--- src/rtl/mc_adr_gen_pkg.sv ---
`default_nettype none
// ----------------------------------------------------------------------------
// mc_pkg : shared encodings and geometry helpers for the address generator
// Rev 1.0
// ----------------------------------------------------------------------------
package mc_pkg;

  localparam logic [1:0] MC_BW_8  = 2'd0;
  localparam logic [1:0] MC_BW_16 = 2'd1;
  localparam logic [1:0] MC_BW_32 = 2'd2;

  localparam logic [1:0] MC_MEM_SIZE_64  = 2'd0;
  localparam logic [1:0] MC_MEM_SIZE_128 = 2'd1;
  localparam logic [1:0] MC_MEM_SIZE_256 = 2'd2;

  typedef enum logic [2:0] {
    MC_MEM_TYPE_SDRAM = 3'd0,
    MC_MEM_TYPE_SRAM  = 3'd1,
    MC_MEM_TYPE_ACS   = 3'd2,
    MC_MEM_TYPE_SCS   = 3'd3
  } mem_type_e;

  typedef enum logic [2:0] {
    MC_BL_1    = 3'd0,
    MC_BL_2    = 3'd1,
    MC_BL_4    = 3'd2,
    MC_BL_8    = 3'd3,
    MC_BL_PAGE = 3'd7
  } bl_code_e;

  function automatic logic [4:0] col_bits(input logic [1:0] bw, input logic [1:0] ms);
    logic [4:0] n;
    n = 5'd8;
    case (bw)
      MC_BW_8:  n = (ms == MC_MEM_SIZE_64) ? 5'd9 : 5'd10;
      MC_BW_16: n = (ms == MC_MEM_SIZE_64) ? 5'd8 : 5'd9;
      default:  n = 5'd8;
    endcase
    return n;
  endfunction

  function automatic logic [4:0] row_bits(input logic [1:0] bw, input logic [1:0] ms);
    logic [4:0] n;
    n = 5'd11;
    if (bw == MC_BW_8 || bw == MC_BW_16) begin
      n = (ms == MC_MEM_SIZE_64 || ms == MC_MEM_SIZE_128) ? 5'd12 : 5'd13;
    end
    return n;
  endfunction

  function automatic logic [4:0] byte_shift(input logic [1:0] bw);
    logic [4:0] n;
    case (bw)
      MC_BW_8:  n = 5'd0;
      MC_BW_16: n = 5'd1;
      default:  n = 5'd2;
    endcase
    return n;
  endfunction

  function automatic logic [31:0] low_mask(input logic [4:0] n);
    return (32'd1 << n) - 32'd1;
  endfunction

endpackage
`default_nettype wire

--- src/rtl/mc_adr_gen_if.sv ---
`default_nettype none
// ----------------------------------------------------------------------------
// mc_adr_gen_if : command/address bundle between controller FSM and mc_adr_gen
// Rev 1.0
// ----------------------------------------------------------------------------
interface mc_adr_gen_if #(
  parameter int ROW_W  = 13,
  parameter int COL_W  = 10,
  parameter int BANK_W = 2,
  parameter int ADR_W  = 24
);
  logic [31:0]       csc;
  logic [31:0]       tms;
  logic [31:0]       wb_addr_i;
  logic              cs_le;
  logic              act;
  logic              pre;
  logic              rfr_ack;
  logic              lmr_sel;
  logic              cas_;
  logic              row_sel;
  logic              cmd_a10;
  logic              col_go;
  logic              next_adr;
  logic [ADR_W-1:0]  mc_addr;
  logic [BANK_W-1:0] bank_adr;
  logic [ROW_W-1:0]  row_adr;
  logic [COL_W-1:0]  col_adr;
  logic [10:0]       page_size;
  logic              page_hit;
  logic              bank_open;
  logic              burst_last;

  modport master (
    output csc, tms, wb_addr_i, cs_le, act, pre, rfr_ack, lmr_sel, cas_,
           row_sel, cmd_a10, col_go, next_adr,
    input  mc_addr, bank_adr, row_adr, col_adr, page_size, page_hit,
           bank_open, burst_last
  );

  modport slave (
    input  csc, tms, wb_addr_i, cs_le, act, pre, rfr_ack, lmr_sel, cas_,
           row_sel, cmd_a10, col_go, next_adr,
    output mc_addr, bank_adr, row_adr, col_adr, page_size, page_hit,
           bank_open, burst_last
  );
endinterface
`default_nettype wire

--- src/rtl/mc_adr_gen_open_row_tbl.sv ---
`default_nettype none
// ----------------------------------------------------------------------------
// mc_open_row_tbl : per-bank open-row table with activate/precharge update
// Rev 1.0
// ----------------------------------------------------------------------------
module mc_open_row_tbl #(
  parameter int ROW_W  = 13,
  parameter int BANK_W = 2
) (
  input  logic              clk,
  input  logic              rst_n,
  input  logic              act,
  input  logic              pre,
  input  logic              pre_all,
  input  logic [BANK_W-1:0] bank,
  input  logic [ROW_W-1:0]  row,
  output logic              page_hit,
  output logic              bank_open
);
  localparam int NBANK = 1 << BANK_W;

  logic [NBANK-1:0] r_valid;
  logic [ROW_W-1:0] r_row [NBANK];

  always_ff @(posedge clk) begin
    if (!rst_n) begin
      r_valid <= '0;
      for (int i = 0; i < NBANK; i++) r_row[i] <= '0;
    end else begin
      for (int i = 0; i < NBANK; i++) begin
        // precharge dominates a coincident activate on the same entry
        if (pre && (pre_all || bank == BANK_W'(i))) begin
          r_valid[i] <= 1'b0;
        end else if (act && bank == BANK_W'(i)) begin
          r_valid[i] <= 1'b1;
          r_row[i]   <= row;
        end
      end
    end
  end

  assign bank_open = r_valid[bank];
  assign page_hit  = r_valid[bank] && (r_row[bank] == row);

endmodule
`default_nettype wire

--- src/rtl/mc_adr_gen.sv ---
`default_nettype none
// ----------------------------------------------------------------------------
// mc_adr_gen : geometry-aware bank/row/column decode, burst counter, mc_addr mux
// Rev 1.0
// ----------------------------------------------------------------------------
module mc_adr_gen
  import mc_pkg::*;
#(
  parameter int ROW_W  = 13,
  parameter int COL_W  = 10,
  parameter int BANK_W = 2,
  parameter int ADR_W  = 24
) (
  input  logic         clk,
  input  logic         rst_n,
  mc_adr_gen_if.slave  bus
);
  localparam logic [4:0] BANK_SH = 5'(BANK_W);

  logic [4:0]        w_cw;
  logic [4:0]        w_rw;
  logic [4:0]        w_bo;
  logic [31:0]       w_word;
  logic [COL_W-1:0]  w_col;
  logic [ROW_W-1:0]  w_row;
  logic [BANK_W-1:0] w_bank;
  logic [COL_W-1:0]  w_pmask;
  logic [COL_W-1:0]  w_bmask;
  logic [COL_W-1:0]  w_cnt_next;
  logic [ADR_W-1:0]  w_mux;
  logic              w_sdram;
  logic              w_page_hit;
  logic              w_bank_open;

  logic [BANK_W-1:0] r_bank;
  logic [ROW_W-1:0]  r_row;
  logic [COL_W-1:0]  r_col;
  logic [ADR_W-1:0]  r_waddr;
  logic [COL_W-1:0]  r_cnt;
  logic [COL_W-1:0]  r_start;
  logic              r_active;

  assign w_cw    = col_bits(bus.csc[5:4], bus.csc[7:6]);
  assign w_rw    = row_bits(bus.csc[5:4], bus.csc[7:6]);
  assign w_bo    = byte_shift(bus.csc[5:4]);
  assign w_word  = bus.wb_addr_i >> w_bo;
  assign w_col   = COL_W'(w_word & low_mask(w_cw));
  assign w_pmask = COL_W'(low_mask(w_cw));
  assign w_sdram = (bus.csc[3:1] == MC_MEM_TYPE_SDRAM);

  always_comb begin
    w_bank = '0;
    w_row  = '0;
    if (bus.csc[9]) begin
      w_row  = ROW_W'((w_word >> w_cw) & low_mask(w_rw));
      w_bank = BANK_W'(w_word >> (w_cw + w_rw));
    end else begin
      w_bank = BANK_W'(w_word >> w_cw);
      w_row  = ROW_W'((w_word >> (w_cw + BANK_SH)) & low_mask(w_rw));
    end
  end

  always_ff @(posedge clk) begin
    if (!rst_n) begin
      r_bank  <= '0;
      r_row   <= '0;
      r_col   <= '0;
      r_waddr <= '0;
    end else if (bus.cs_le) begin
      r_bank  <= w_bank;
      r_row   <= w_row;
      r_col   <= w_col;
      r_waddr <= ADR_W'(w_word);
    end
  end

  // Wrap mask: only the masked low bits advance; BL=1 gives an all-zero mask and holds.
  always_comb begin
    w_bmask = '0;
    case (bus.tms[2:0])
      MC_BL_2:    w_bmask = COL_W'(1);
      MC_BL_4:    w_bmask = COL_W'(3);
      MC_BL_8:    w_bmask = COL_W'(7);
      MC_BL_PAGE: w_bmask = w_pmask;
      default:    w_bmask = '0;
    endcase
  end

  assign w_cnt_next = (r_cnt & ~w_bmask) | ((r_cnt + COL_W'(1)) & w_bmask);

  always_ff @(posedge clk) begin
    if (!rst_n) begin
      r_cnt    <= '0;
      r_start  <= '0;
      r_active <= 1'b0;
    end else if (bus.col_go) begin
      r_cnt    <= r_col;
      r_start  <= r_col;
      r_active <= 1'b1;
    end else if (bus.next_adr) begin
      r_cnt    <= w_cnt_next;
    end
  end

  mc_open_row_tbl #(
    .ROW_W  (ROW_W),
    .BANK_W (BANK_W)
  ) u_tbl (
    .clk       (clk),
    .rst_n     (rst_n),
    .act       (bus.act),
    .pre       (bus.pre),
    .pre_all   (bus.cmd_a10),
    .bank      (r_bank),
    .row       (r_row),
    .page_hit  (w_page_hit),
    .bank_open (w_bank_open)
  );

  always_comb begin
    w_mux = '0;
    if (bus.lmr_sel && !bus.cas_) begin
      w_mux = ADR_W'(bus.tms[12:0]);
    end else if (bus.row_sel) begin
      w_mux = ADR_W'({r_bank, r_row});
    end else begin
      w_mux = ADR_W'({r_bank, 2'b00, bus.cmd_a10, r_cnt});
    end
    if (bus.rfr_ack) w_mux[10] = 1'b1;
    if (!w_sdram) w_mux = r_waddr;
  end

  assign bus.mc_addr    = w_mux;
  assign bus.bank_adr   = r_bank;
  assign bus.row_adr    = r_row;
  assign bus.col_adr    = r_cnt;
  assign bus.page_size  = 11'd1 << w_cw;
  assign bus.page_hit   = w_page_hit;
  assign bus.bank_open  = w_bank_open;
  // End of burst is the beat whose offset from the start equals the wrap mask.
  assign bus.burst_last = r_active && (((r_cnt - r_start) & w_bmask) == w_bmask);

endmodule
`default_nettype wire

--- src/flat_wrapper.sv ---
// flat-port wrapper written by rule: the top's interface ports become plain ports
module mc_adr_gen_flat import mc_pkg::*;
#(
  parameter int ROW_W  = 13,
  parameter int COL_W  = 10,
  parameter int BANK_W = 2,
  parameter int ADR_W  = 24
)
  (clk, rst_n, bus_csc, bus_tms, bus_wb_addr_i, bus_cs_le, bus_act, bus_pre, bus_rfr_ack, bus_lmr_sel, bus_cas_, bus_row_sel, bus_cmd_a10, bus_col_go, bus_next_adr, bus_mc_addr, bus_bank_adr, bus_row_adr, bus_col_adr, bus_page_size, bus_page_hit, bus_bank_open, bus_burst_last);
  mc_adr_gen_if #(.ROW_W(ROW_W), .COL_W(COL_W), .BANK_W(BANK_W), .ADR_W(ADR_W)) bus_i ();
  input  logic clk;
  input  logic rst_n;
  input wire logic [$bits(bus_i.csc)-1:0] bus_csc;
  input wire logic [$bits(bus_i.tms)-1:0] bus_tms;
  input wire logic [$bits(bus_i.wb_addr_i)-1:0] bus_wb_addr_i;
  input wire logic [$bits(bus_i.cs_le)-1:0] bus_cs_le;
  input wire logic [$bits(bus_i.act)-1:0] bus_act;
  input wire logic [$bits(bus_i.pre)-1:0] bus_pre;
  input wire logic [$bits(bus_i.rfr_ack)-1:0] bus_rfr_ack;
  input wire logic [$bits(bus_i.lmr_sel)-1:0] bus_lmr_sel;
  input wire logic [$bits(bus_i.cas_)-1:0] bus_cas_;
  input wire logic [$bits(bus_i.row_sel)-1:0] bus_row_sel;
  input wire logic [$bits(bus_i.cmd_a10)-1:0] bus_cmd_a10;
  input wire logic [$bits(bus_i.col_go)-1:0] bus_col_go;
  input wire logic [$bits(bus_i.next_adr)-1:0] bus_next_adr;
  output wire logic [$bits(bus_i.mc_addr)-1:0] bus_mc_addr;
  output wire logic [$bits(bus_i.bank_adr)-1:0] bus_bank_adr;
  output wire logic [$bits(bus_i.row_adr)-1:0] bus_row_adr;
  output wire logic [$bits(bus_i.col_adr)-1:0] bus_col_adr;
  output wire logic [$bits(bus_i.page_size)-1:0] bus_page_size;
  output wire logic [$bits(bus_i.page_hit)-1:0] bus_page_hit;
  output wire logic [$bits(bus_i.bank_open)-1:0] bus_bank_open;
  output wire logic [$bits(bus_i.burst_last)-1:0] bus_burst_last;
  assign bus_i.csc = bus_csc;
  assign bus_i.tms = bus_tms;
  assign bus_i.wb_addr_i = bus_wb_addr_i;
  assign bus_i.cs_le = bus_cs_le;
  assign bus_i.act = bus_act;
  assign bus_i.pre = bus_pre;
  assign bus_i.rfr_ack = bus_rfr_ack;
  assign bus_i.lmr_sel = bus_lmr_sel;
  assign bus_i.cas_ = bus_cas_;
  assign bus_i.row_sel = bus_row_sel;
  assign bus_i.cmd_a10 = bus_cmd_a10;
  assign bus_i.col_go = bus_col_go;
  assign bus_i.next_adr = bus_next_adr;
  assign bus_mc_addr = bus_i.mc_addr;
  assign bus_bank_adr = bus_i.bank_adr;
  assign bus_row_adr = bus_i.row_adr;
  assign bus_col_adr = bus_i.col_adr;
  assign bus_page_size = bus_i.page_size;
  assign bus_page_hit = bus_i.page_hit;
  assign bus_bank_open = bus_i.bank_open;
  assign bus_burst_last = bus_i.burst_last;
  mc_adr_gen #(.ROW_W(ROW_W), .COL_W(COL_W), .BANK_W(BANK_W), .ADR_W(ADR_W)) u_core (.clk(clk), .rst_n(rst_n), .bus(bus_i));
endmodule
--- config.mk ---
export PLATFORM = sky130hd
export DESIGN_NAME = mc_adr_gen_flat
export DESIGN_NICKNAME = d
export VERILOG_FILES = /design/src/rtl/mc_adr_gen_pkg.sv /design/src/rtl/mc_adr_gen_if.sv /design/src/rtl/mc_adr_gen_open_row_tbl.sv /design/src/rtl/mc_adr_gen.sv /design/src/flat_wrapper.sv
export SDC_FILE = /design/constraint.sdc
export NUM_CORES = 1
export LEC_CHECK = 0
export CORE_UTILIZATION = 57
export CTS_BUF_LIST = sky130_fd_sc_hd__clkbuf_4
export DETAILED_ROUTE_END_ITERATION = 8
export MAX_ROUTING_LAYER = met4
export PLACE_DENSITY = 0.95
export SLEW_MARGIN = 20
export SYNTH_ARGS = -nofsm -noshare
export SYNTH_HDL_FRONTEND = slang
export SYNTH_SLANG_ARGS = --single-unit
--- constraint.sdc ---
create_clock -name clk -period 8.4 [get_ports clk]
set_input_delay 1.68 -clock clk [delete_from_list [all_inputs] [get_ports clk]]
set_output_delay 1.68 -clock clk [all_outputs]
set_load 0.01 [all_outputs]
# Word-level counts from Yosys, hierarchy flattened
# Memory sizes are Yosys's and may differ from the RTL's. A register that Yosys moved wholly into a read port is not among the register bits.
# Cells that the tools add are included.
word_totals:
  regBits: 74
  mem_bits_rw: 52
  inputBits: 108
  output_inout_bits: 63
  memories: 1
mem_list:
  columns: ["name", "depth", "word_bits", "rd", "rd_clocked_by_memory_dff", "write_ports", "line", "source"]
  rows:
  - ["u_core.u_tbl.r_row", 4, 13, 1, 1, 4, "mc_adr_gen_open_row_tbl.sv:23", "logic [ROW_W-1:0] r_row [NBANK];"]
op_classes:
  addsub: 6
  n_lt_le_gt_ge: 1
  n_eq_ne: 11
  shifts: 7
  muxes: 40
  bitwise_logic: 13
  reduce_logical: 27
ops:
  columns: ["operator", "n"]
  rows:
  - ["2-to-1 mux 13 bit", 6]
  - ["right shift 32 x 5 -> 13 bit", 2]
  - ["bitwise AND 10 bit", 4]
  - ["one-hot mux 10 bit (4 select lines)", 1]
  - ["right shift 32 x 2 -> 32 bit", 1]
  - ["right shift 32 x 5 -> 2 bit", 1]
  - ["bitwise AND 13 bit", 2]
  - ["2-to-1 mux 24 bit", 1]
  - ["2-to-1 mux 1 bit", 21]
  - ["2-to-1 mux 10 bit", 2]
  - ["2-to-1 mux 15 bit", 1]
  - ["equality test 13 bit", 1]
  - ["<< shifter 1 x 5 -> 13 bit, first input constant", 1]
  - ["subtractor 13 x 1 -> 13 bit, second input constant", 1]
  - ["logical AND 1 bit", 11]
  - ["<< shifter 1 x 5 -> 11 bit, first input constant", 1]
  - ["adder 10 x 1 -> 10 bit, second input constant", 1]
  - ["equality test 10 bit", 1]
  - ["inverter 10 bit", 1]
  - ["bitwise OR 10 bit", 1]
  - ["one-hot mux 5 bit (2 select lines)", 1]
  - ["<< shifter 1 x 5 -> 10 bit, first input constant", 1]
  - ["subtractor 10 x 1 -> 10 bit, second input constant", 1]
  - ["subtractor 10 bit", 1]
  - ["other kinds (20)", 40]

# Depth between registers and ports, before layout
# Gate-level depths: netlist (run 1).
logic_depth:
  ltp_word: 11
  depth_mapped: 14
  ltp_nobuf: 10

# By module
# A second synthesis (run 1) with hierarchy kept.
unflattened:
  hier_cells: 822
  hier_area_um2: 7654.8
modules_own_cells:
  columns: ["module", "instances", "cells_per_inst", "area_per_inst_um2", "seq_area_each_um2"]
  rows:
  - ["mc_adr_gen", 1, 624, 4932.2, 1241.2]
  - ["mc_open_row_tbl", 1, 198, 2722.6, 1641.6]

# Worst setup path before layout (run 1)
# OpenSTA, ideal clock, no wires.
synth_path:
  kind: "input-to-output"
  from: "input bus_csc[6]"
  to: "output bus_burst_last"
  t_arrival_ns: 2.930
  t_required_ns: 6.720
  setup_slack_ns: 3.790
  path_stages: 6
  path_cell_list: "nor2_1 -> or3_1 -> buf_1 -> clkbuf_1 -> nor2_1 -> a211oi_1"
synth_between:
  elab_chain_len: 9
synth_rtl:
  columns: ["element", "line", "source"]
  rows:
  - ["start, declared", "flat_wrapper.sv:13", "input wire logic [$bits(bus_i.csc)-1:0] bus_csc;"]
  - ["zero test 2 bit (*)", "mc_adr_gen_pkg.sv:35, mc_adr_gen_pkg.sv:36", null]
  - ["2-to-1 mux 1 bit or 2-to-1 mux 2 bit (tied branches)", "mc_adr_gen_pkg.sv:36, mc_adr_gen_pkg.sv:35", null]
  - ["one-hot mux 5 bit (2 select lines) (*)", "mc_adr_gen_pkg.sv:34", "case (bw)"]
  - ["<< shifter 1 x 5 -> 10 bit (*)", "mc_adr_gen_pkg.sv:62", "return (32'd1 << n) - 32'd1;"]
  - ["subtractor 10 x 1 -> 10 bit (*)", "mc_adr_gen_pkg.sv:62", null]
  - ["one-hot mux 10 bit (4 select lines) (*)", "mc_adr_gen.sv:80", "case (bus.tms[2:0])"]
  - ["bitwise AND 10 bit", "mc_adr_gen.sv:141", "assign bus.burst_last = r_active && (((r_cnt - r_start) & w_bmask) == w_bmask);"]
  - ["equality test 10 bit (*)", "mc_adr_gen.sv:141", null]
  - ["logical AND 1 bit (*)", "mc_adr_gen.sv:141", null]
  - ["end, declared", "flat_wrapper.sv:33", "output wire logic [$bits(bus_i.burst_last)-1:0] bus_burst_last;"]
# Mark *: on every way between the ends. The rest lies on a longest branch, timed or not.

# Worst setup path in the final report (run 1)
layout_path:
  from: "input bus_csc[5]"
  to: "output bus_burst_last"
layout_between:
  elab_chain_len: 8
layout_rtl:
  columns: ["element", "line"]
  rows:
  - ["equality test 2 x 1 -> 1 bit or zero test 2 bit (tied branches)", "mc_adr_gen_pkg.sv:34"]
  - ["one-hot mux 5 bit (2 select lines) (*)", "mc_adr_gen_pkg.sv:34"]
  - ["<< shifter 1 x 5 -> 10 bit (*)", "mc_adr_gen_pkg.sv:62"]
  - ["subtractor 10 x 1 -> 10 bit (*)", "mc_adr_gen_pkg.sv:62"]
  - ["one-hot mux 10 bit (4 select lines) (*)", "mc_adr_gen.sv:80"]
  - ["bitwise AND 10 bit", "mc_adr_gen.sv:141"]
  - ["equality test 10 bit (*)", "mc_adr_gen.sv:141"]
  - ["logical AND 1 bit (*)", "mc_adr_gen.sv:141"]
# Marked as above.

==> impl_results.md, run 1 <==
- Die Wd: approximately 120 µm
- YS warnings: 0
- Fillers: 993
- Buffers added on ports: 119
- CTS tree: yes
- Share of cells above drive strength 1: 10.9%
- Slowest CP cell: or3_1
- Slew Limit Fails: 0
- Most area-consuming cells after synthesis: edfxtp_1 20%, dfxtp_1 18%, mux2i_1 9.4%, and2_1 5.3%, mux4_2 5.3%
- Pleak: 3.50 nW
- Post-CTS setup buffers: 0
- Hold path depth: 2
- H-tree depth: 4
- Largest fanout on the critical path: 50
- DR DRC count: 0
- # hold bufs at CTS: 0
- Final Setup Violations: 0
- CTS buffer count: 17
- Count of flip-flops with a built-in enable after synthesis: 52
- Worst Setup SP: bus_csc[5]
- Synth Area in XOR/XNOR: 3.54%
- Post-synthesis simple-gate area fraction: 18.2%
- Crit path max-delay family: buffers and inverters
- Fin area: ~9200 µm²
- R2R Setup Slk: approximately 6.5 ns
- Post-CTS sizing: 0
- Via count: 6669
- Placement-stage cell area: 8850 µm²
- Most frequent cell after synthesis: nor2_1
- PnR worst setup slack: 2.44 ns
- #FFs+latches synth: 120
- CP required: approximately 6.7 ns
- Compound-Gate Fraction of Synth Area: 12.7%
- Worst Setup Start Kind: primary input
- Mux cell area share after synthesis: around a fifth
- Wire per inst: about 18 µm
- RSZ-0062 raised after global routing: no
- Post-synth top area cell: edfxtp_1
- Least-Margin Pin Slew: 1.08 ns
- Synth top cells by count: 84 x nor2_1, 72 x mux2i_1, 68 x dfxtp_1
- Max VDD drop: just under 0.1 mV
- Largest stage delay, worst path: 0.61 ns
- Via density: 6.03
- Worst path most repeated cell: clkdlybuf4s50_1
- Gpl congestion: 0.953
- Mapped cell area: 7670 µm²
- Worst path depth: 6
- Initial Utilization: roughly three fifths
- Setup Skew: 0.0186 ns
- R2R depth: 6
- Core area: 13200 µm²
- Synth top area share: between 20% and 30%
- Unique masters post-synth: between 50 and 60
- Clock root buffer: clkbuf_4
- Rel. slew slack: 27.9%
- Buffers plus inverters on the worst setup path: 3
- Sequential-to-total area share from yosys stat: 38.1%
- CP Data Arrival Time: 4.28 ns
- Initial antenna violation count: 1
- GRT Total Usage: around 31%
- Die Y: 118 µm
- First drt pass iteration count: 8
- Final min period: between 5 and 6 ns
- GR Overflow Total: 0
- Asr flop ratio synth: 0%
- Worst Setup Path Type: primary input to primary output
- Worst Hold Endpoint: u_core.r_start[3]$_SDFFE_PN0P_
- Total chip power: ~1.5 mW
- Die ar.: 13900 µm²
- Post-synthesis adder-cell area fraction: 2.22%
- Detailed Place HPWL: 15000 µm
- Hold crit path type: flip-flop to flip-flop
- Mean Syn Cell Area: between 9 and 10 µm²
- Max clock buf depth: 2
- Hold wc startpoint: u_core.r_start[3]$_SDFFE_PN0P_
- Remaining antenna violation count: 0
- Maxcap violations: 0
- Largest family of logic cells by synthesized area: multiplexers
- Routed Wire Length: 20400 µm
- Initial DRC Count: 643
- CP Cell Sequence: clkdlybuf4s50_1 -> buf_4 -> or3_1 -> nor2_1 -> a211oi_1 -> clkdlybuf4s50_1
- Clock sink count: 120
- Main synth FF type: dfxtp_1
- CP Capture Type: primary output
- Final worst path period share: between 70% and 80%
- Largest net degree at the start of global routing: 53
- I/O Pins: 171
- Max Fclk: 168 MHz
- Power per cell area: ~160 nW/µm²
- Cell Rows: 42
- Register clock-pin slew on the reported worst setup and hold paths: 0.11 ns
- Setup_tns: 0 ns
- First-pass GRT wire length: 32600 µm
- Area growth syn-to-layout: 19.4%
- Outcome: finished clean
- DP Worst Slack: 2.47 ns
- Number of global-route vias before repair: 6424
- Worst skew pair latency: 0.56 ns
- Fin nets: 1037
- Post-Syn Instances: 824
- Hold Violations, Final: 0
[registers in the layout, summed over array words and instances, names as in the netlist, named ones only]
register and count:
u_core.bus.bank_adr 2, u_core.bus.col_adr 1, u_core.bus.row_adr 13, u_core.r_active 1, u_core.r_col 2, u_core.r_start 10
u_core.r_waddr 24, u_core.u_tbl.r_row 52, u_core.u_tbl.r_valid 4
[logic make-up after synthesis]
kind of cell / count (synthesis)
other cells: 1
mux: 125
compound gates: 162
flops: 120
simple gates: 280
xor+xnor: 31
buf+inv: 92
fa+ha+maj: 13
[through the flow]
| stage | std cells | utilization (%) | hold slack, ns |
|---|---|---|---|
| final | 1106 | 69.4 | 0.479 |
| after global placement | 1073 | 67.1 | 0.442 |
| after floorplan | 831 | - | 0.428 |
| after detailed placement | 1073 | 67.1 | 0.462 |
| after global routing | 1106 | 69.4 | 0.499 |
| after CTS | 1105 | 69.3 | 0.480 |
[power breakdown]
part	total (mW)	internal, mW	switching [mW]	leakage (nW)
Sequential	0.680	0.640	0.0403	1.10
Clock	0.429	0.182	0.246	0.155
Combinational	0.342	0.170	0.172	2.24
Total	1.45	0.993	0.458	3.50
[cells in the final DEF (no fill, tap or decap), types with 4 or more instances in the layout]
cell,count
buf_4,7
dfxtp_1,68
nor3_1,7
o21a_1,5
clkbuf_4,17
xnor2_1,19
edfxtp_1,52
a31oi_1,6
nor2b_1,5
mux4_2,18
o21ai_0,64
and2_1,65
a21oi_1,43
a211oi_1,6
xor2_1,12
conb_1,8
o22ai_1,9
nand2b_1,26
inv_6,7
nand3_1,11
o221ai_1,5
mux2i_1,72
ha_1,12
nor2_1,84
mux2_2,35
clkdlybuf4s50_1,117
o311ai_0,4
nand4_1,8
o211ai_1,5
inv_1,30
nand2_1,58
[cell type report]
type	instances	area [µm²]	area share, %
inverter	32	120	1.31
timing repair buffer	126	1230	13.5
antenna	1	2.50	0.0273
multi-input combinational	619	4360	47.7
clock inverter	15	164	1.79
tap	176	220	2.41
sequential	120	2920	31.9
clock buffer	17	128	1.39
[per-layer routing]
layer | vias to the layer above | global-route usage [%] | routed length (µm)
li1 | 3116 | - | -
met5 | - | - | 0
met4 | 0 | 15.3 | 775
met1 | 3129 | 37.1 | 8100
met2 | 351 | 50.0 | 9960
met3 | 73 | 4.89 | 1590
[worst max-delay path by stage]
stage | endpoint | slack (ns)
2_1_floorplan | bus_burst_last | 3.79
3_3_place_gp | bus_burst_last | 2.58
3_5_place_dp | bus_burst_last | 2.47
4_1_cts | bus_burst_last | 2.47
5_1_grt | bus_burst_last | 2.39
6_report | bus_burst_last | 2.44
[tightest hold or removal path, stage by stage (launching register included)]
cell      delay [ns]
dfxtp_1         0.33
nand2b_1        0.06
a21oi_1         0.06
(Power assumes the default switching activity.)
==> inputs of run 2 (changes only) <==
CORE_UTILIZATION = 48   (was 57)
PLACE_DENSITY = 0.87   (was 0.95)
clock period = 5.28 ns   (was 8.4 ns; I/O delays follow)
==> run 2 against run 1 <==
Effect of this change:
- die area increased by 18%
- clock skew increased by 0.0015 ns
- global-route usage decreased by 5.1 points
- total power increased by 61%
- worst hold slack improved by 0.0023 ns
- routed wire length decreased by 3.8%
- critical path type is now flip-flop to primary output
==> impl_results.md, run 2 (synthesis results as in run 1) <==
- Outcome: finished clean
- Routed Wire Length: 19600 µm (-3.8%)
- Ant. Diodes: 0 (-1)
- Rel. slew slack: 34.4% (+6.5 points)
- CTS buffer count: 17 (unchanged)
- Number of global-route vias before repair: 6237 (-2.9%)
- Hold crit path type: flip-flop to flip-flop
- Hold Violations, Final: 0 (unchanged)
- Seq pwr share: 46.2% (-0.7 points)
- Initial Utilization: 49.9% (-8.2 points)
- Initial DRC Count: 487 (-24%)
- Maxcap violations: 0 (unchanged)
- Slew Limit Fails: 0 (unchanged)
- Cell Rows: 45 (+7.1%)
- Largest fanout on the critical path: 7 (-86%)
- Via count: 6460 (-3.1%)
- Most common cell after layout, fill and taps aside: clkdlybuf4s50_1
- Die Wd: 128 µm (+8.8%)
- Worst skew pair latency: 0.57 ns (about the same)
- Least-Margin Pin Slew: 0.980 ns (-0.101 ns)
- Seq. cell area: 2920 µm² (unchanged)
- CP Data Arrival Time: 3.64 ns (-0.64 ns)
- H-tree depth: 4 (unchanged)
- Max Fclk: 213 MHz
- Setup_tns: 0 ns (unchanged)
- DP Worst Slack: 0.810 ns (-1.66 ns)
- CP Capture Type: primary output
- Pleak: 3.54 nW (+1.2%)
- RSZ-0062 raised after global routing: no
- GR Overflow Total: 0 (unchanged)
- Post-CTS sizing: 0 (unchanged)
- Worst Setup Start Kind: flip-flop
- Largest net degree at the start of global routing: 53 (unchanged)
- I/O Pins: 171 (unchanged)
- R2R Setup Slk: 3.32 ns (-3.18 ns)
- Final Setup Violations: 0 (unchanged)
- # hold bufs at CTS: 0 (unchanged)
- Max VDD drop: 0.190 mV (+97%)
- First drt pass iteration count: 8 (unchanged)
- CP required: 4.22 ns (-2.50 ns)
- Max clock buf depth: 2 (unchanged)
- Worst Setup Path Type: flip-flop to primary output
- Fillers: 1280 (+29%)
- NetSw: 0.704 mW (+54%)
- Register clock-pin slew on the reported worst setup and hold paths: 0.10 ns (about the same)
- Fin area: 9270 µm² (+1.2%)
- Clock root buffer: clkbuf_4
- Power per cell area: 252 nW/µm² (+59%)
- Max reg flops: 52 (unchanged)
- Comb pwr share: 23.3% (-0.3 points)
- First-pass GRT wire length: 31600 µm (-3.1%)
- P_int: 1.63 mW (+64%)
- Core area: 15400 µm² (+17%)
- Detailed Place HPWL: 14600 µm (-2.6%)
- Wire per inst: 17.1 µm (-7.3%)
- Final worst path period share: 88.9%
- Clock power share: 30.5% (+1.0 points)
- Setup Skew: 0.0200 ns (+0.00146 ns)
- Placement-stage cell area: 8960 µm² (+1.2%)
- Area growth syn-to-layout: 20.8%
- Via density: 5.63 (-6.7%)
- Die ar.: 16500 µm² (+18%)
- Final min period: 4.69 ns
- Largest Register: u_core.u_tbl.r_row
- Fin nets: 1045 (+0.77%)
- Die Y: 128 µm (+8.8%)
- Buffers added on ports: 119 (unchanged)
- PnR worst setup slack: 0.587 ns (-1.85 ns)
- Remaining antenna violation count: 0 (unchanged)
- GRT Total Usage: 25.7% (-5.1 points)
- Share of cells above drive strength 1: 11.5% (+0.65 points)
- DR DRC count: 0 (unchanged)
- Initial antenna violation count: 0 (-1)
- Post-CTS setup buffers: 0 (unchanged)
- Commonest non-fill, non-tap cells in the layout: 117 x clkdlybuf4s50_1, 84 x nor2_1, 72 x mux2i_1
- Net Sw Frac: 30.2% (-1.4 points)
- Gpl congestion: 0.946 (-0.73%)
- Area of the multi-input gates: 4360 µm² (-0.11%)
- CTS tree: yes
- Clock sink count: 120 (unchanged)
run 2: routing by layer:
metal	wire length (µm)	track usage, %
met1	8360	31.2
met2	9510	41.6
met3	1310	5.03
met4	469	10.7
met5	0	-
run 2: final timing paths:
kind	startpoint	to	cells after the start
setup / recovery	flip-flop	bus_burst_last	8
hold / removal	u_core.r_col[8]$_SDFFE_PN0P_	u_core.r_col[8]$_SDFFE_PN0P_	2
setup reg to reg	flip-flop	flip-flop	6
hold reg to reg	u_core.r_col[8]$_SDFFE_PN0P_	u_core.r_col[8]$_SDFFE_PN0P_	2
run 2: stage by stage:
step	std cells	total power, mW	hold slack, ns	util (%)
after floorplan	831	1.43	0.428	-
after global placement	1116	1.63	0.456	58.3
after detailed placement	1116	1.64	0.462	58.3
after CTS	1148	2.34	0.479	60.3
after global routing	1148	2.44	0.491	60.3
final	1148	2.33	0.481	60.3
run 2: cell type report:
cell class / count / share of cell area, %
clock buffers: 18 / 1.46
repair buffers: 134 / 14.0
clock inverters: 14 / 1.85
well taps: 211 / 2.85
flip-flops and latches: 120 / 31.5
multi-input cells: 619 / 47.0
inverters: 32 / 1.30
run 2: power groups by stage:
stage	sequential (mW)	combinational, mW	clock (mW)
finish	1.08	0.543	0.711
global route	1.09	0.593	0.766
CTS	1.08	0.542	0.717
detailed placement	1.10	0.538	0
global placement	1.10	0.530	0
floorplan	1.07	0.357	0
run 2: worst max-delay path, cell delays in order (launching register included):
cell and delay (ns):
dfxtp_1 0.41, ha_1 0.39, nand2_1 0.06, o21ai_0 0.70
a211oi_1 0.26, o21ai_0 0.28, xnor2_1 0.11, a211oi_1 0.29
clkdlybuf4s50_1 0.59
==> inputs of run 3 (changes only) <==
MAX_ROUTING_LAYER = default   (was met4)
==> run 3 against run 2 <==
Effect of this change:
- flip-flop and latch count unchanged
- worst setup slack better by 0.073 ns
- first-iteration DRC count up 14%
- sequential power about the same
- die area unchanged
- maximum frequency up 1.6%
- register-to-register slack worse by 0.17 ns
- design area about the same
- final cell count about the same
- clock skew down 0.0037 ns
- total power down 0.33%
- clock-buffer cell count unchanged
- critical path type unchanged
- critical endpoint unchanged
- largest power group unchanged
==> impl_results.md, run 3 (synthesis results as in run 1) <==
- Worst Setup SP: u_core.bus.col_adr[0]$_SDFFE_PN0P_
- DP Worst Slack: 0.744 ns (-0.0659 ns)
- Commonest non-fill, non-tap cells in the layout: 117 x clkdlybuf4s50_1, 84 x nor2_1, 72 x mux2i_1
- P_int: 1.63 mW (about the same)
- Core area: 15400 µm² (unchanged)
- Slowest CP cell: clkdlybuf4s50_1
- Comb pwr share: 23.4% (about the same)
- Power per cell area: 251 nW/µm² (-0.37%)
- Hold Violations, Final: 0 (unchanged)
- CP required: 4.22 ns (about the same)
- Hold wc startpoint: u_core.r_waddr[12]$_SDFFE_PN0P_
- Area growth syn-to-layout: 20.9% (about the same)
- Setup Skew: 0.0163 ns (-0.00372 ns)
- Worst Setup Start Kind: flip-flop
- Rel. slew slack: 32.1% (-2.4 points)
- # hold bufs at CTS: 0 (unchanged)
- GRT Total Usage: 24.9% (-0.77 points)
- CP Data Arrival Time: 3.56 ns (-0.08 ns)
- Gpl congestion: 0.940 (-0.69%)
- Die Wd: 128 µm (unchanged)
- Final Setup Violations: 0 (unchanged)
- Wire per inst: 17.1 µm (-0.29%)
- GR Overflow Total: 0 (unchanged)
- Max Fclk: 216 MHz (+1.6%)
- Via density: 5.63 (about the same)
- Largest net degree at the start of global routing: 48 (-9.4%)
- Share of cells above drive strength 1: 11.4% (-0.11 points)
- Final min period: 4.62 ns (-0.0729 ns)
- Fin nets: 1045 (unchanged)
- Initial DRC Count: 555 (+14%)
- Total chip power: 2.32 mW (-0.33%)
- Largest Register: u_core.u_tbl.r_row
- I/O Pins: 171 (unchanged)
- Buffers added on ports: 119 (unchanged)
- PnR worst setup slack: 0.660 ns (+0.0729 ns)
- DR DRC count: 0 (unchanged)
- Fillers: 1301 (+1.6%)
- Crit path max-delay family: compound AO/OA/AOI/OAI gates
- Seq pwr share: 46.4% (+0.2 points)
- Via count: 6471 (+0.17%)
- NetSw: 0.696 mW (-1.2%)
- Maxcap violations: 0 (unchanged)
- Detailed Place HPWL: 14700 µm (+0.79%)
- Initial Utilization: 49.9% (unchanged)
- Outcome: finished clean
- Max VDD drop: 0.190 mV (about the same)
- Number of global-route vias before repair: 6287 (+0.80%)
- Buffers plus inverters on the worst setup path: 2 (+1)
- Initial antenna violation count: 1 (+1)
- Die Y: 128 µm (unchanged)
- Largest fanout on the critical path: 6 (-1)
- Post-CTS sizing: 0 (unchanged)
- CTS tree: yes
- Worst skew pair latency: 0.53 ns (-0.04 ns)
- CTS buffer count: 17 (unchanged)
- Clock power share: 30.2% (-0.3 points)
- Clock sink count: 120 (unchanged)
- Hold crit path type: flip-flop to flip-flop
- Worst Setup Path Type: flip-flop to primary output
- Die ar.: 16500 µm² (unchanged)
- Most common cell after layout, fill and taps aside: clkdlybuf4s50_1
- Least-Margin Pin Slew: 1.01 ns (+0.0310 ns)
- First-pass GRT wire length: 31800 µm (+0.53%)
- CP Cell Sequence: inv_1 -> ha_1 -> fa_1 -> xnor2_1 -> o21ai_0 -> a21oi_1 -> nor4b_1 -> a32oi_1 -> a211oi_1 -> clkdlybuf4s50_1
- First drt pass iteration count: 5 (-3)
- Final worst path period share: 87.5% (-1.4 points)
- CP Capture Type: primary output
- Post-CTS setup buffers: 0 (unchanged)
- Max clock buf depth: 2 (unchanged)
- Setup_tns: 0 ns (unchanged)
- Cell Rows: 45 (unchanged)
- Pleak: 3.54 nW (+0.13%)
- Routed Wire Length: 19600 µm (-0.20%)
- Register clock-pin slew on the reported worst setup and hold paths: 0.11 ns (about the same)
- H-tree depth: 4 (unchanged)
- Clock root buffer: clkbuf_4
- Largest stage delay, worst path: 0.60 ns (-0.10 ns)
- Remaining antenna violation count: 0 (unchanged)
- Max reg flops: 52 (unchanged)
- Slew Limit Fails: 0 (unchanged)
- RSZ-0062 raised after global routing: no
- Net Sw Frac: 29.9% (-0.27 points)
[run 3: path summary, 6_finish.rpt]
path                                endpoint  slack [ns]  depth (start not counted)
max reg2reg                        flip-flop        3.15                          6
min          u_core.r_waddr[12]$_SDFFE_PN0P_        0.48                          2
max                           bus_burst_last        0.66                         10
min reg2reg  u_core.r_waddr[12]$_SDFFE_PN0P_        0.48                          2
[run 3: worst register-to-register path: stages (launching register included)]
cell and delay, ns:
dfxtp_1 0.50, nand2_1 0.08, nor3_1 0.53, or4b_1 0.51
xor2_1 0.14, o21ai_0 0.08, and2_1 0.19
[run 3: final cells by class]
class,count,area (µm²),area share (%)
diodes,1,2.50,0.0270
clock buffers,18,135,1.46
clock inverters,14,173,1.86
inverters,32,120,1.30
multi-input cells,619,4360,47.0
flip-flops and latches,120,2920,31.5
well taps,211,264,2.85
repair buffers,134,1290,14.0
[run 3: metrics by stage]
step           area (µm²)  hold WS, ns  util, %  instances
5_1_grt              9270        0.503     60.3       1149
3_5_place_dp         8960        0.461     58.3       1116
2_1_floorplan        7690        0.428        -        831
6_report             9270        0.482     60.3       1149
3_3_place_gp         8960        0.453     58.3       1116
4_1_cts              9270        0.480     60.3       1148
[run 3: power by group through the flow]
stage	sequential, mW	clock (mW)	combinational (mW)
floorplan	1.07	0	0.357
global placement	1.10	0	0.527
detailed placement	1.10	0	0.536
CTS	1.08	0.712	0.539
global route	1.09	0.751	0.590
finish	1.08	0.702	0.543
[run 3: layer usage]
layer  vias up  share of wire (%)  global-route usage, %
met5         -                  0                      0
met4         0                3.5                   12.1
met3        45                5.9                   5.03
met2       226                 48                   41.3
met1      3075                 43                   31.0
li1       3125                  -                      -
